===== src/rtl/fx_pkg.sv =====
// rtl/fx_pkg.sv - shared fx bus widths, command codes and master FSM states
package fx_pkg;

  localparam int FX_AW = 22;
  localparam int FX_DW = 8;
  localparam int TO_W  = 17;

  localparam logic [7:0] CMD_WR = 8'h01;
  localparam logic [7:0] CMD_RD = 8'h02;

  typedef enum logic [3:0] {
    S_IDLE,
    S_CMD,
    S_A2,
    S_A1,
    S_A0,
    S_DAT,
    S_WR,
    S_RD,
    S_RWAIT,
    S_TXH,
    S_TXD
  } fx_state_t;

  // States in which the host is mid-frame and the inter-byte timeout runs.
  function automatic logic fx_in_frame(input fx_state_t s);
    return (s == S_CMD) || (s == S_A2) || (s == S_A1) || (s == S_A0) || (s == S_DAT);
  endfunction

endpackage


===== src/rtl/fx_frame_timeout.sv =====
// rtl/fx_frame_timeout.sv - inter-byte timeout counter for the UART command frame
// Ports: clk_sys, rst (async, active-high), en (count while high, clears when low),
//        kick (clear on received byte), expire (counter reached TO_CYC-1 while enabled).
module fx_frame_timeout
  import fx_pkg::*;
#(
  parameter int TO_CYC = 100000
) (
  input  logic clk_sys,
  input  logic rst,
  input  logic en,
  input  logic kick,
  output logic expire
);

  logic [TO_W-1:0] r_cnt;

  assign expire = en && (r_cnt == TO_W'(TO_CYC - 1));

  always_ff @(posedge clk_sys or posedge rst) begin
    if (rst) begin
      r_cnt <= '0;
    end else if (!en || kick) begin
      r_cnt <= '0;
    end else if (!expire) begin
      r_cnt <= r_cnt + 1'b1;
    end
  end

endmodule


===== src/rtl/uart_fx_master.sv =====
// rtl/uart_fx_master.sv - UART command-frame master driving the ufx_* bus port
// Ports: clk_sys/rst (async, active-high); rx_byte/rx_vld from UART receiver;
//        tx_byte/tx_vld/tx_rdy to UART transmitter; ufx_wr/ufx_waddr/ufx_data write port;
//        ufx_rd/ufx_raddr read port; ufx_q OR-combined read data; busy = FSM not idle.
// Build option: define FX_WR_ACK_EN to answer every write with HDR_RSP, 8'h00.
module uart_fx_master
  import fx_pkg::*;
#(
  parameter logic [7:0] HDR_REQ  = 8'hA5,
  parameter logic [7:0] HDR_RSP  = 8'h5A,
  parameter int         READ_LAT = 2,
  parameter int         TO_CYC   = 100000
) (
  input  logic             clk_sys,
  input  logic             rst,
  input  logic [7:0]       rx_byte,
  input  logic             rx_vld,
  output logic [7:0]       tx_byte,
  output logic             tx_vld,
  input  logic             tx_rdy,
  output logic             ufx_wr,
  output logic [FX_DW-1:0] ufx_data,
  output logic [FX_AW-1:0] ufx_waddr,
  output logic             ufx_rd,
  output logic [FX_AW-1:0] ufx_raddr,
  input  logic [FX_DW-1:0] ufx_q,
  output logic             busy
);

  fx_state_t        r_state;
  logic             r_is_wr;
  logic [FX_AW-1:0] r_addr;
  logic [FX_DW-1:0] r_rdata;
  logic [2:0]       r_lat;
  logic             w_expire;
  logic             w_to_en;

  assign w_to_en = fx_in_frame(r_state);
  assign busy    = (r_state != S_IDLE);

  fx_frame_timeout #(
    .TO_CYC (TO_CYC)
  ) u_timeout (
    .clk_sys (clk_sys),
    .rst     (rst),
    .en      (w_to_en),
    .kick    (rx_vld),
    .expire  (w_expire)
  );

  always_ff @(posedge clk_sys or posedge rst) begin
    if (rst) begin
      r_state   <= S_IDLE;
      r_is_wr   <= 1'b0;
      r_addr    <= '0;
      r_rdata   <= '0;
      r_lat     <= '0;
      tx_byte   <= '0;
      tx_vld    <= 1'b0;
      ufx_wr    <= 1'b0;
      ufx_data  <= '0;
      ufx_waddr <= '0;
      ufx_rd    <= 1'b0;
      ufx_raddr <= '0;
    end else begin
      // Strobes are single-cycle unless a state below re-asserts them.
      ufx_wr <= 1'b0;
      ufx_rd <= 1'b0;

      case (r_state)
        S_IDLE: begin
          if (rx_vld && (rx_byte == HDR_REQ)) r_state <= S_CMD;
        end

        // Expiry is checked first so it wins over a coinciding rx_vld.
        S_CMD: begin
          if (w_expire) begin
            r_state <= S_IDLE;
          end else if (rx_vld) begin
            if (rx_byte == CMD_WR) begin
              r_is_wr <= 1'b1;
              r_state <= S_A2;
            end else if (rx_byte == CMD_RD) begin
              r_is_wr <= 1'b0;
              r_state <= S_A2;
            end else begin
              r_state <= S_IDLE;
            end
          end
        end

        S_A2: begin
          if (w_expire) begin
            r_state <= S_IDLE;
          end else if (rx_vld) begin
            r_addr[21:16] <= rx_byte[5:0];
            r_state       <= S_A1;
          end
        end

        S_A1: begin
          if (w_expire) begin
            r_state <= S_IDLE;
          end else if (rx_vld) begin
            r_addr[15:8] <= rx_byte;
            r_state      <= S_A0;
          end
        end

        S_A0: begin
          if (w_expire) begin
            r_state <= S_IDLE;
          end else if (rx_vld) begin
            r_addr[7:0] <= rx_byte;
            r_state     <= r_is_wr ? S_DAT : S_RD;
          end
        end

        S_DAT: begin
          if (w_expire) begin
            r_state <= S_IDLE;
          end else if (rx_vld) begin
            ufx_data <= rx_byte;
            r_state  <= S_WR;
          end
        end

        S_WR: begin
          ufx_waddr <= r_addr;
          ufx_wr    <= 1'b1;
`ifdef FX_WR_ACK_EN
          r_rdata <= '0;
          tx_byte <= HDR_RSP;
          tx_vld  <= 1'b1;
          r_state <= S_TXH;
`else
          r_state <= S_IDLE;
`endif
        end

        S_RD: begin
          ufx_raddr <= r_addr;
          ufx_rd    <= 1'b1;
          r_lat     <= '0;
          r_state   <= S_RWAIT;
        end

        // r_lat is 0 on the ufx_rd cycle, so sampling at READ_LAT lands
        // exactly READ_LAT cycles after the strobe.
        S_RWAIT: begin
          if (r_lat == 3'(READ_LAT)) begin
            r_rdata <= ufx_q;
            tx_byte <= HDR_RSP;
            tx_vld  <= 1'b1;
            r_state <= S_TXH;
          end else begin
            r_lat <= r_lat + 1'b1;
          end
        end

        S_TXH: begin
          if (tx_rdy) begin
            tx_byte <= r_rdata;
            r_state <= S_TXD;
          end
        end

        S_TXD: begin
          if (tx_rdy) begin
            tx_vld  <= 1'b0;
            r_state <= S_IDLE;
          end
        end

        default: r_state <= S_IDLE;
      endcase
    end
  end

endmodule


===== config.mk =====
export PLATFORM = sky130hd
export DESIGN_NAME = uart_fx_master
export DESIGN_NICKNAME = d
export VERILOG_FILES = /design/src/rtl/fx_pkg.sv /design/src/rtl/fx_frame_timeout.sv /design/src/rtl/uart_fx_master.sv
export SDC_FILE = /design/constraint.sdc
export NUM_CORES = 1
export LEC_CHECK = 0
export CORE_ASPECT_RATIO = 0.5
export CORE_MARGIN = 1
export CORE_UTILIZATION = 25
export DETAILED_ROUTE_END_ITERATION = 6
export MAX_ROUTING_LAYER = met4
export SYNTH_ARGS = -nofsm -noshare
export SYNTH_HDL_FRONTEND = slang
export SYNTH_SLANG_ARGS = --single-unit
export TNS_END_PERCENT = 5

===== constraint.sdc =====
create_clock -name clk_sys -period 11.2 [get_ports clk_sys]
set_input_delay 2.24 -clock clk_sys [delete_from_list [all_inputs] [get_ports clk_sys]]
set_output_delay 2.24 -clock clk_sys [all_outputs]
set_load 0.005 [all_outputs]

==> out/summary.txt <==
Outcome = complete, no violations
CTS resizes = 0
Drt first pass iters = 4
R2R setup slack = 8380 ps
Main combinational cell family by area after synthesis = multiplexers
Post-synthesis instance area = 4940 sq um
Final Hold Viols = 0
Final WL = 11.5 mm
Crit path max-delay family = flip-flops
CP Data Arrival Time = 1970 ps
Asr flop ratio synth = 1.00
P per Cell Area = 260 nW/um^2
Mapped Avg Cell Area = 12.0 sq um
WS Path Type = reg2out
Post-DP HPWL = 7.63 mm
Crit path cell chain = nor2_1 -> nand2_1 -> clkdlybuf4s50_1
CP endpoint kind = primary output
Worst Hold Class = reg2reg
Reg clk slew, reported paths = 50 ps
Warnings from Yosys = 0
CTS Sinks = 118
Initial antenna violation count = 0
Slew at the pin closest to its max-slew limit = 994 ps
GRT Total Usage = 0.122
Post-synth cell types = 45
Final Non-Filler Cells = 771
Die Y = 101 microns
Via-per-instance ratio = 4.42
Hold Buf Count CTS = 0
Chip width = 201 microns
P&R area growth vs syn = 35.0%
Most frequent cells in the layout = dfrtp_1 (118), clkdlybuf4s50_1 (83), nand2_1 (76), mux2_2 (55), nor2_1 (24)
Syn_nets = 435
Vias in the first global route = 3378
EDFF count, synth = 0
GP Congestion = 0.803
WP buf/inv = 1
Max transition margin = 0.337
Multi-input gate area = 1890 sq um
Die area = 20400 sq um
Mux cell area share after synthesis = 0.152
Fin crit share = 0.376
Worst path max stage delay = 570 ps
Most used flip-flop cell after synthesis = dfrtp_1
Via count = 3410
Clk_skew = 14.5 ps
Insertion delay to the later sink of the worst-skew pair = 400 ps
CP Launch Type = flip-flop
Drt wl/cell = 14.9 microns
WP data required = 8960 ps
Share of cells above drive strength 1 = 0.201
First-pass GRT wire length = 18.3 mm
TritonCTS clock tree = built
Minimum clock period = 4210 ps
Final ANT Viol Nets = 0
Yosys reg bits = 118
Register area = 2950 sq um
Clock Root Buffer = clkbuf_16
Num CTS Buffers = 17
Most common cell after layout, fill and taps aside = dfrtp_1
Detailed-route DRC error count = 0
Number of placed I/O pins = 84
Fmax = 237 MHz
Starting Density = 0.262
Leak = 0.00298 uW
# diodes = 0
RSZ-0062 raised after global routing = no
MaxCap Viol Count = 0
Adder-cell share of the synthesized area = 0.00759
Synth Area in Simple Gates = 0.147
Critical Path Fanout Max = 19
Post-Synthesis Cells = 412
Maximum number of pins on one net before global-route repair = 61
Post-placement cell count = 739
Nets@finish = 522
Postcts setup bufs = 0
Sequential cell area fraction in the yosys report = 0.597
TNS Setup = 0 ps
XOR/XNOR share of the synthesized area = 0.0213
Remaining global-route overflow = 0
Core box area = 18900 sq um
Slowest CP cell = dfrtp_1
H-tree Lvls = 4
# fillers = 1832
# setup viols final = 0
DRT iter0 DRCs = 203
Slew Limit Fails = 0
Compound-gate portion of the synthesized area = 0.0549
Worst vdd ir = 0.0908 mV
Input/output buffers = 83
FP Rows = 35
CTS max path bufs = 2
[cell type report]
type,count,area share
Tap cell,259,0.0485
Timing Repair Buffer,86,0.128
Clock inverter,15,0.0304
Multi-Input combinational cell,269,0.283
Inverter,7,0.00431
Clock buffer,17,0.0637
Sequential cell,118,0.442
[per-stage QoR]
step	hold WS (ps)	power (uW)	util	instance area [sq um]	setup WS (ps)
CTS	478	1760	0.354	6680	6960
global route	492	1840	0.354	6680	6850
finish	470	1740	0.354	6680	6990
floorplan	450	917	-	4940	5830
global placement	462	1170	0.321	6050	7070
detailed placement	465	1180	0.321	6050	7050
[cells in the mapped netlist (all sizes together) (2+ instances only)]
| cell | n | area (sq um) |
|---|---|---|
| nand4 | 5 | 31.3 |
| nand2 | 76 | 285 |
| nor3 | 8 | 45.0 |
| mux2 | 63 | 739 |
| buf | 6 | 32.5 |
| a21oi | 6 | 30.0 |
| ha | 3 | 37.5 |
| o22a | 4 | 35.0 |
| and3 | 4 | 25.0 |
| inv | 7 | 26.3 |
| nand3 | 12 | 60.1 |
| nand2b | 4 | 25.0 |
| clkbuf | 12 | 45.0 |
| a31oi | 2 | 12.5 |
| a211oi | 4 | 30.0 |
| nor2b | 8 | 50.1 |
| a22o | 5 | 43.8 |
| and4 | 3 | 26.3 |
| or4b | 2 | 23.8 |
| dfrtp | 118 | 2950 |
| xnor2 | 4 | 35.0 |
| xor2 | 8 | 70.1 |
| a21o | 2 | 15.0 |
| o21ai | 5 | 25.0 |
| nor2 | 25 | 93.8 |
| nand4b | 2 | 17.5 |
[per-layer routing]
layer / track usage / part of all wire
met1: 0.151 / 0.47
met5: - / 0
met2: 0.190 / 0.49
met4: 0.0440 / 0.0041
met3: 0.0347 / 0.033
[sequential cells by signal (all words and copies together) (netlist names)]
register         cells
r_addr              22
ufx_raddr           22
ufx_waddr           22
u_timeout.r_cnt     17
r_rdata              8
tx_byte              8
ufx_data             8
r_state              4
r_lat                3
r_is_wr              1
tx_vld               1
ufx_rd               1
ufx_wr               1
[logic make-up (layout without fill, tap and decap cells)]
family,after synthesis,count (layout)
buffers and inverters,25,125
XOR/XNOR,12,12
multiplexers,64,64
flip-flops,118,118
AND/OR/NAND/NOR,153,153
AO/OA/AOI/OAI,37,37
adder cells (fa/ha/maj),3,3
[power breakdown]
group / leakage [uW] / internal, uW / switching [uW]
logic: 0.00115 / 297 / 176
registers: 0.00153 / 578 / 114
clock network: 0.000292 / 373 / 200
total: 0.00298 / 1250 / 490
[path summary, 6_finish.rpt]
path / startpoint / endpoint / depth (start not counted)
hold reg to reg: ufx_raddr[10] / ufx_raddr[10] / 2
setup / recovery: r_state[1] / busy / 3
setup reg to reg: u_timeout.r_cnt[12] / r_addr[12] / 5
min in group asynchronous: rst / ufx_waddr[18] / 2
hold / removal: ufx_raddr[10] / ufx_raddr[10] / 2
max in group asynchronous: rst / ufx_waddr[13] / 3
[tightest hold or removal path, cell delays in order, from the launching register on]
cell and delay, ps:
dfrtp_1 340, nand2_1 50, nand2_1 50
(Power assumes the default switching activity.)
